--- src/rtl/load_store_unit.sv ---
// ---------------------------------------------------------------------------
// lsu_pkg / load_store_unit
//
// Memory-stage load/store unit placed directly in front of the data RAM.
// Accepts one load or store per cycle, drives the RAM address/write port
// and turns the RAM's 1-cycle-latency, offset-shifted read data into a
// sign/zero-extended, registered writeback response.
//
// The RAM truncates any access at the word boundary, so accesses that
// cross a word are split: the low part issues with the original request,
// then one (load, or store with 1-2 high bytes) or two (store with 3 high
// bytes) follow-up accesses cover the next word.
//
// Ports
//   clock, reset_n        rising-edge clock, synchronous active-low reset
//   req_*                 request from execute (valid/ready handshake)
//   mem_addr/w_data/
//   w_width/w_enable      RAM port, driven combinationally in IDLE
//   mem_r_data            RAM read data, one cycle after the address
//   resp_valid/rd/data    one-cycle load writeback pulse, no back-pressure
//   fault                 one-cycle pulse for a rejected word-crossing access
// ---------------------------------------------------------------------------
package lsu_pkg;
    localparam int XLEN = 32;

    typedef enum logic [1:0] {
        WIDTH_BYTE     = 2'd0,
        WIDTH_HALFWORD = 2'd1,
        WIDTH_WORD     = 2'd2
    } mem_width_t;
endpackage

module load_store_unit
    import lsu_pkg::*;
#(
    parameter bit ALLOW_MISALIGNED = 1'b1
) (
    input  logic             clock,
    input  logic             reset_n,

    input  logic             req_valid,
    output logic             req_ready,
    input  logic             req_is_store,
    input  mem_width_t       req_width,
    input  logic             req_unsigned,
    input  logic [XLEN-1:0]  req_addr,
    input  logic [XLEN-1:0]  req_w_data,
    input  logic [4:0]       req_rd,

    output logic [XLEN-1:0]  mem_addr,
    output logic [XLEN-1:0]  mem_w_data,
    output mem_width_t       mem_w_width,
    output logic             mem_w_enable,
    input  logic [XLEN-1:0]  mem_r_data,

    output logic             resp_valid,
    output logic [4:0]       resp_rd,
    output logic [XLEN-1:0]  resp_data,
    output logic             fault
);

    typedef enum logic [1:0] {
        IDLE = 2'd0,
        HI0  = 2'd1,
        HI1  = 2'd2
    } state_t;

    function automatic logic [2:0] size_of(input mem_width_t w);
        case (w)
            WIDTH_BYTE:     return 3'd1;
            WIDTH_HALFWORD: return 3'd2;
            default:        return 3'd4;
        endcase
    endfunction

    state_t            r_state;

    // Latched split request
    logic [XLEN-3:0]   r_word;       // word index of the low part
    logic [XLEN-1:0]   r_data;
    logic              r_is_store;
    mem_width_t        r_width;
    logic              r_unsigned;
    logic [4:0]        r_rd;
    logic [2:0]        r_n;          // bytes in the low part
    logic [2:0]        r_m;          // bytes in the high part

    // Load data stage: valid while the final RAM read data is on mem_r_data
    logic              r_s1_vld;
    logic [4:0]        r_s1_rd;
    mem_width_t        r_s1_width;
    logic              r_s1_uns;
    logic [2:0]        r_s1_n;       // byte position of the high data (0 if not split)
    logic [XLEN-1:0]   r_low;        // captured low part of a split load

    logic [2:0]        w_size;
    logic [1:0]        w_off;
    logic [2:0]        w_n;
    logic              w_cross;
    logic              w_bad;
    logic              w_accept;
    logic [XLEN-1:0]   w_next_word;
    logic [XLEN-1:0]   w_low_mask;
    logic [XLEN-1:0]   w_merged;
    logic [XLEN-1:0]   w_ext;

    assign w_size      = size_of(req_width);
    assign w_off       = req_addr[1:0];
    assign w_n         = 3'd4 - {1'b0, w_off};
    assign w_cross     = ({2'b00, w_off} + {1'b0, w_size}) > 4'd4;
    assign w_bad       = w_cross & ~ALLOW_MISALIGNED;
    assign req_ready   = reset_n & (r_state == IDLE);
    assign w_accept    = req_valid & req_ready;
    assign w_next_word = {r_word + 1'b1, 2'b00};
    assign w_low_mask  = (XLEN'(1) << {r_n, 3'b000}) - XLEN'(1);

    // RAM port: pass-through in IDLE, high-part accesses from the latch otherwise
    always_comb begin
        mem_addr     = req_addr;
        mem_w_data   = req_w_data;
        mem_w_width  = req_width;
        mem_w_enable = req_valid & req_is_store & ~w_bad;
        case (r_state)
            HI0: begin
                mem_addr     = w_next_word;
                mem_w_data   = r_data >> {r_n, 3'b000};
                mem_w_width  = !r_is_store ? WIDTH_WORD :
                               (r_m == 3'd1) ? WIDTH_BYTE : WIDTH_HALFWORD;
                mem_w_enable = r_is_store;
            end
            HI1: begin
                // Third high byte of a word store with one low byte
                mem_addr     = w_next_word + XLEN'(2);
                mem_w_data   = r_data >> ({r_n, 3'b000} + 6'd16);
                mem_w_width  = WIDTH_BYTE;
                mem_w_enable = 1'b1;
            end
            default: ;
        endcase
        if (!reset_n) mem_w_enable = 1'b0;
    end

    // Merge split halves, then truncate to the access size and extend
    always_comb begin
        w_merged = r_low | (mem_r_data << {r_s1_n, 3'b000});
        case (r_s1_width)
            WIDTH_BYTE:     w_ext = {{(XLEN-8){w_merged[7] & ~r_s1_uns}}, w_merged[7:0]};
            WIDTH_HALFWORD: w_ext = {{(XLEN-16){w_merged[15] & ~r_s1_uns}}, w_merged[15:0]};
            default:        w_ext = w_merged;
        endcase
    end

    always_ff @(posedge clock) begin
        if (!reset_n) begin
            r_state    <= IDLE;
            r_word     <= '0;
            r_data     <= '0;
            r_is_store <= 1'b0;
            r_width    <= WIDTH_BYTE;
            r_unsigned <= 1'b0;
            r_rd       <= '0;
            r_n        <= '0;
            r_m        <= '0;
            r_s1_vld   <= 1'b0;
            r_s1_rd    <= '0;
            r_s1_width <= WIDTH_BYTE;
            r_s1_uns   <= 1'b0;
            r_s1_n     <= '0;
            r_low      <= '0;
            resp_valid <= 1'b0;
            resp_rd    <= '0;
            resp_data  <= '0;
            fault      <= 1'b0;
        end else begin
            resp_valid <= 1'b0;
            fault      <= 1'b0;
            r_s1_vld   <= 1'b0;

            if (r_s1_vld) begin
                resp_valid <= 1'b1;
                resp_rd    <= r_s1_rd;
                resp_data  <= w_ext;
            end

            case (r_state)
                IDLE: begin
                    if (w_accept) begin
                        if (w_bad) begin
                            fault <= 1'b1;
                        end else if (w_cross) begin
                            r_state    <= HI0;
                            r_word     <= req_addr[XLEN-1:2];
                            r_data     <= req_w_data;
                            r_is_store <= req_is_store;
                            r_width    <= req_width;
                            r_unsigned <= req_unsigned;
                            r_rd       <= req_rd;
                            r_n        <= w_n;
                            r_m        <= w_size - w_n;
                        end else if (!req_is_store) begin
                            r_s1_vld   <= 1'b1;
                            r_s1_rd    <= req_rd;
                            r_s1_width <= req_width;
                            r_s1_uns   <= req_unsigned;
                            r_s1_n     <= 3'd0;
                            r_low      <= '0;
                        end
                    end
                end
                HI0: begin
                    if (r_is_store) begin
                        r_state <= (r_m == 3'd3) ? HI1 : IDLE;
                    end else begin
                        // Low-part read data is on mem_r_data this cycle
                        r_state    <= IDLE;
                        r_s1_vld   <= 1'b1;
                        r_s1_rd    <= r_rd;
                        r_s1_width <= r_width;
                        r_s1_uns   <= r_unsigned;
                        r_s1_n     <= r_n;
                        r_low      <= mem_r_data & w_low_mask;
                    end
                end
                HI1:     r_state <= IDLE;
                default: r_state <= IDLE;
            endcase
        end
    end

endmodule

--- config.mk ---
export PLATFORM = sky130hd
export DESIGN_NAME = load_store_unit
export DESIGN_NICKNAME = d
export VERILOG_FILES = /design/src/rtl/load_store_unit.sv
export SDC_FILE = /design/constraint.sdc
export NUM_CORES = 1
export LEC_CHECK = 0
export CORE_MARGIN = 2
export CORE_UTILIZATION = 30
export DETAILED_ROUTE_END_ITERATION = 10
export HOLD_SLACK_MARGIN = 0.1
export PLACE_DENSITY = 0.63
export SLEW_MARGIN = 30
export SYNTH_ARGS = -nofsm -noshare
export SYNTH_HDL_FRONTEND = slang
export SYNTH_SLANG_ARGS = --single-unit
--- constraint.sdc ---
create_clock -name clock -period 7.55 [get_ports clock]
set_input_delay 2.265 -clock clock [delete_from_list [all_inputs] [get_ports clock]]
set_output_delay 2.265 -clock clock [all_outputs]
set_load 0.01 [all_outputs]
; ---- After elaboration in Yosys (flattened, before gate mapping)
; Index checks and enable logic that the tools add are counted.
[totals]
in_bits = 108
reg_bits = 161
wordCells = 101
[classes]
n_lt_le_gt_ge = 1
eq_ne = 11
addsub = 7
muxes = 45
n_reduce_logical = 7
shift = 4
bitwise = 8
[ops]
columns = cell, n
row1 = $pmux W32 S2, 4
row2 = $mux W32, 4
row3 = $shr A32 B6 Y32, 2
row4 = $add A32 B2 Y32 const B, 1
row5 = $and A32 B32 Y32, 1
row6 = $or A32 B32 Y32, 1
row7 = $shl A1 B6 Y32 const A, 1
row8 = $shl A32 B6 Y32, 1
row9 = $sub A32 B2 Y32 const B, 1
row10 = $add A30 B1 Y30 const B, 1
row11 = $mux W5, 4
row12 = $mux W2, 9
row13 = $mux W3, 4
row14 = $pmux W2 S2, 3
row15 = $pmux W3 S2, 2
row16 = $mux W1, 11
row17 = $ne A2 B2 Y1 const B, 5
row18 = $pmux W5 S2, 1
row19 = $add A6 B5 Y6 const B, 1
row20 = $eq A2 B1 Y1 const B, 3
row21 = $logic_not A2 Y1, 3
row22 = $pmux W1 S2, 3
row23 = $and A1 B1 Y1, 5
row24 = $reduce_and A5 Y1, 1
row25 = other kinds (11), 11

; ---- Depth between registers and ports, before layout
[logic_depth]
depth_word = 7
depth_mapped = 13

; ---- Worst setup path after synthesis
; No wires, ideal clock.
[synth_timing]
path_type = input -> output
from = input port reset_n
to = output port mem_w_enable
cell_stages = 3
required_ns = 5.285
arrival_ns = 2.862
path_slack_ns = 2.423
cell_sequence = inv_1 > clkbuf_1 > a211oi_1
[synth_between]
elab_chain_len = 1
[synth_lines]
columns = item, line_no
row1 = from (decl), 39  ; input logic reset_n,
row2 = $mux W1, 140  ; if (!reset_n) mem_w_enable = 1'b0;
row3 = to (decl), 53  ; output logic mem_w_enable,
; No other way between the ends.

; ---- Worst setup path in the final report
[layout_timing]
from = input port req_valid
to = output port mem_w_enable
[layout_between]
elab_chain_len = 3
[layout_lines]
columns = item, line_no
row1 = from (decl), 41  ; input logic req_valid,
row2 = $and A1 B1 Y1, 122  ; mem_w_enable = req_valid & req_is_store & ~w_bad;
row3 = $pmux W1 S2, 123  ; case (r_state)
row4 = $mux W1, 140
; No other way between the ends.

==> reports/qor.log <==
qor: finish.syn_to_final_growth 33.41%
qor: critical_path.crit_top_cell sky130_fd_sc_hd__clkdlybuf4s50_1
qor: critical_path.worstSetupPathType primary input to output pin
qor: yosys.yosysSeqAreaShare 0.3755
qor: finish.finish.utilization 0.4089
qor: hold_path.hold_path_endpoint r_unsigned
qor: detailed_routing.ant_nets 0
qor: die.die_h 173.2 µm
qor: sta.final_min_period_over_clock_period 0.8113
qor: clock_tree.htree_levels 4
qor: clock_tree.cts_post_setup_buffers_inserted 0
qor: finish.most-common-layout-cells sky130_fd_sc_hd__nand2_1, sky130_fd_sc_hd__clkdlybuf4s50_1, sky130_fd_sc_hd__dfxtp_1, sky130_fd_sc_hd__a21oi_1, sky130_fd_sc_hd__mux2i_1
qor: detailed_routing.initialDrtViolationCount 610
qor: sta.worst_clock_skew 0.01216 ns
qor: power_and_ir_drop.peakVddDrop 132.7 µV
qor: placement.io_buffer_count 213
qor: critical_path.critical_path.cell_chain clkdlybuf4s50_1, a21oi_1, a211oi_1, clkdlybuf4s50_1
qor: sta.rsz0062_at_grt false
qor: yosys.yosys.area_share.xor_xnor 0.03265
qor: clock_tree.clock_path_buffers 2
qor: yosys.synth.ff_latch_count 161
qor: yosys.synth.avg_cell_area 8.199 µm²
qor: die.fp.dieArea 29,980 µm²
qor: detailed_routing.drtPass1Iterations 7
qor: finish.post_route_cells_drive_above_1_share 0.07038
qor: critical_path.slowest_stage sky130_fd_sc_hd__clkdlybuf4s50_1
qor: hold_path.timing.hold.worst.class register to register
qor: sta.maxClockFrequency 163.3 MHz
qor: clock_tree.ctsRootBufferMaster sky130_fd_sc_hd__clkbuf_16
qor: critical_path.worst_r2r_endpoint r_s1_n[2]
qor: yosys.synthesis.yosys.warnings 0
qor: grt.antenna_found_initial 0
qor: sta.maxSlewHeadroom 0.3583
qor: yosys.synth.mux.area_fraction 0.09794
qor: sta.final.setup.tns 0 ns
qor: power_and_ir_drop.power.leakage 3.941 nW
qor: sta.timing_worst_slew_pin_value 0.9603 ns
qor: yosys.synth_ff_type sky130_fd_sc_hd__dfxtp_1
qor: yosys.synth_compound_area_frac 0.2312
qor: critical_path.kind_of_capture_point_of_the_worst_setup_path output pin
qor: job.cap_violations 0
qor: hold_path.hold_path_startpoint r_unsigned
qor: grt.grt_pass1_vias 7,849
qor: sta.hold_viol_final 0
qor: die.std_cell_rows 61
qor: critical_path.cp_data_required_time 5.29 ns
qor: critical_path.crit_arrival 3.86 ns
qor: clock_tree.cts_repair_resize_count 0
qor: yosys.yosys.area_share.simple 0.1861
qor: sta.final_period_minus_worst_setup_slack 6.125 ns
qor: finish.layout.nets 1,329
qor: yosys.syn_inst 1,047
qor: grt.total_overflow_reported_by_the_global_router 0
qor: placement.place_inst 1,567
qor: detailed_routing.detail_route.vias_per_cell 5.064
qor: finish.diodes 0
qor: detailed_routing.drc 0
qor: placement.placed_wire_length_estimate 18,540 µm
qor: critical_path.cp.buffers_inverters 2
qor: critical_path.startpoint_type primary input
qor: status.run_status complete, no violations
qor: sta.timing_max_transition_violations_final 0
qor: clock_tree.worstSkewPairLatency 0.43 ns
qor: clock_tree.tritoncts done
qor: die.floorplan.initialDensity 0.3065
qor: finish.n_fill_cell 2,870
qor: critical_path.reg2regPathDepth 6
qor: yosys.distinct_cell_type_count_after_synthesis 57
qor: finish.final_cell_count_no_fill 1,600
qor: hold_path.number_of_cells_traversed_by_the_worst_hold_path 2
qor: grt.grt_first_pass_wirelength 43,010 µm
qor: detailed_routing.totalWireLength 26,980 µm
qor: grt.grt_start_max_net_pins 92
qor: yosys.synth_enable_flop_cells 0
qor: detailed_routing.dr_total_vias 8,102
qor: critical_path.critical-path-max-stage-delay 0.62 ns
qor: clock_tree.cts.sinks 161
qor: yosys.netlist_area_before_placement 8584 µm²
qor: clock_tree.hold_buffer_count_at_cts 0
qor: die.core-area 28,010 µm²
qor: yosys.fraction_of_synthesis_flops_using_an_asynchronous_set_or_reset_pin 0
qor: detailed_routing.wire_per_inst 16.86 µm
qor: yosys.dominant_combinational_cell_family_by_area_after_synthesis compound AO/OA/AOI/OAI gates
qor: yosys.yosys.area_share.adder 0.01749
qor: clock_tree.cts.reportedPaths.clkPinSlew 0.06 ns
qor: critical_path.rr_startpoint r_state[1]
qor: sta.report.final.setup_viol 0
qor: critical_path.cp_max_fo 3
qor: critical_path.worst_path_dominant_cell_family buffers and inverters
qor: yosys.net_count_synth 1,167
qor: placement.globalplace.congestion 0.8372
qor: critical_path.setup_slack_reg_to_reg 4.64 ns
qor: die.floorplan.io_pins 215
qor: power_and_ir_drop.power.density_cell_area 194.8 nW/µm²
qor: die.dieWidth 173.2 µm
qor: finish.mostFrequentLayoutCell sky130_fd_sc_hd__nand2_1
qor: grt.grt_usage 0.1771
qor: clock_tree.numCtsBuffers 17
==> report_power, final <==
part	internal [mW]	switching, mW	leakage, nW
logic	0.235	0.223	2.36
registers	0.888	0.0403	1.31
clock network	0.468	0.375	0.278
total	1.59	0.639	3.94
==> worst reg2reg max path, stage by stage (launching register included) <==
cell and delay, ns:
sky130_fd_sc_hd__dfxtp_1 0.32, sky130_fd_sc_hd__inv_1 0.07, sky130_fd_sc_hd__ha_1 0.71, sky130_fd_sc_hd__nor2b_1 0.23, sky130_fd_sc_hd__a41o_1 0.69, sky130_fd_sc_hd__nand2_8 0.36, sky130_fd_sc_hd__a32o_1 0.42
==> logic make-up after synthesis <==
family          count (synthesis)
simple gates                  378
mux                            83
fa+ha+maj                      12
compound gates                277
xor+xnor                       32
other cells                     1
buf+inv                       103
flops                         161
==> sequential cells by signal, summed over array words and instances (netlist names) <==
name,flops
r_s1_vld,1
resp_rd,5
r_m,3
r_n,3
resp_valid,1
r_data,32
r_width,2
r_low,32
r_word,30
r_s1_n,3
resp_data,32
r_s1_rd,5
r_is_store,1
r_s1_width,2
r_unsigned,1
r_s1_uns,1
r_rd,5
r_state,2
==> layer usage <==
metal | vias up | share of wire | GRT usage
li1 | 4019 | - | -
met1 | 3779 | 0.47 | 0.2425
met2 | 292 | 0.43 | 0.2703
met3 | 12 | 0.088 | 0.05805
met4 | 0 | 0.0069 | 0.03919
met5 | - | 0 | 0
==> stage by stage <==
step | worst slack (ns) | hold slack (ns) | instance area (µm²) | power [mW]
2_1_floorplan | 2.423 | 0.4267 | 8584 | 1.172
3_3_place_gp | 1.461 | 0.4350 | 10850 | 1.403
3_5_place_dp | 1.410 | 0.4465 | 10850 | 1.404
4_1_cts | 1.395 | 0.4558 | 11420 | 2.254
5_1_grt | 1.411 | 0.4757 | 11450 | 2.336
6_report | 1.425 | 0.4536 | 11450 | 2.231
==> how the worst max path moves through the flow <==
stage	start	end	cells after the start
6_report	req_valid	mem_w_enable	4
3_5_place_dp	req_valid	mem_w_enable	4
4_1_cts	req_valid	mem_w_enable	4
2_1_floorplan	reset_n	mem_w_enable	3
3_3_place_gp	req_is_store	mem_w_enable	4
5_1_grt	req_valid	mem_w_enable	4
==> layout make-up <==
| class | instances | area (µm²) | area share |
|---|---|---|---|
| clock buffer | 18 | 439.2 | 0.03835 |
| clock inverter | 14 | 130.1 | 0.01136 |
| inverter | 24 | 93.84 | 0.008194 |
| multi-input combinational | 783 | 4870 | 0.4252 |
| sequential | 161 | 3228 | 0.2819 |
| tap | 378 | 473.0 | 0.04130 |
| timing repair buffer | 222 | 2218 | 0.1937 |
==> cell usage after synthesis, drive strengths merged, types with 5 or more instances <==
cell / n / share of area
a211o: 8 / 0.0082
buf: 34 / 0.029
o22ai: 8 / 0.0058
a32o: 13 / 0.015
nor2: 63 / 0.028
nor3: 20 / 0.013
xnor2: 22 / 0.022
mux2i: 75 / 0.087
mux2: 8 / 0.010
inv: 24 / 0.010
ha: 12 / 0.017
xor2: 10 / 0.010
nand3: 13 / 0.0076
nand4: 5 / 0.0044
dfxtp: 161 / 0.38
clkbuf: 45 / 0.020
o2bb2ai: 38 / 0.039
nand2: 252 / 0.11
a211oi: 12 / 0.010
a21oi: 115 / 0.068
a2111oi: 9 / 0.011
a311oi: 8 / 0.014
a22o: 16 / 0.016
o21ai: 30 / 0.018
o221a: 8 / 0.010
nor2b: 5 / 0.0036
No activity file was read; power rests on OpenSTA's default activity.
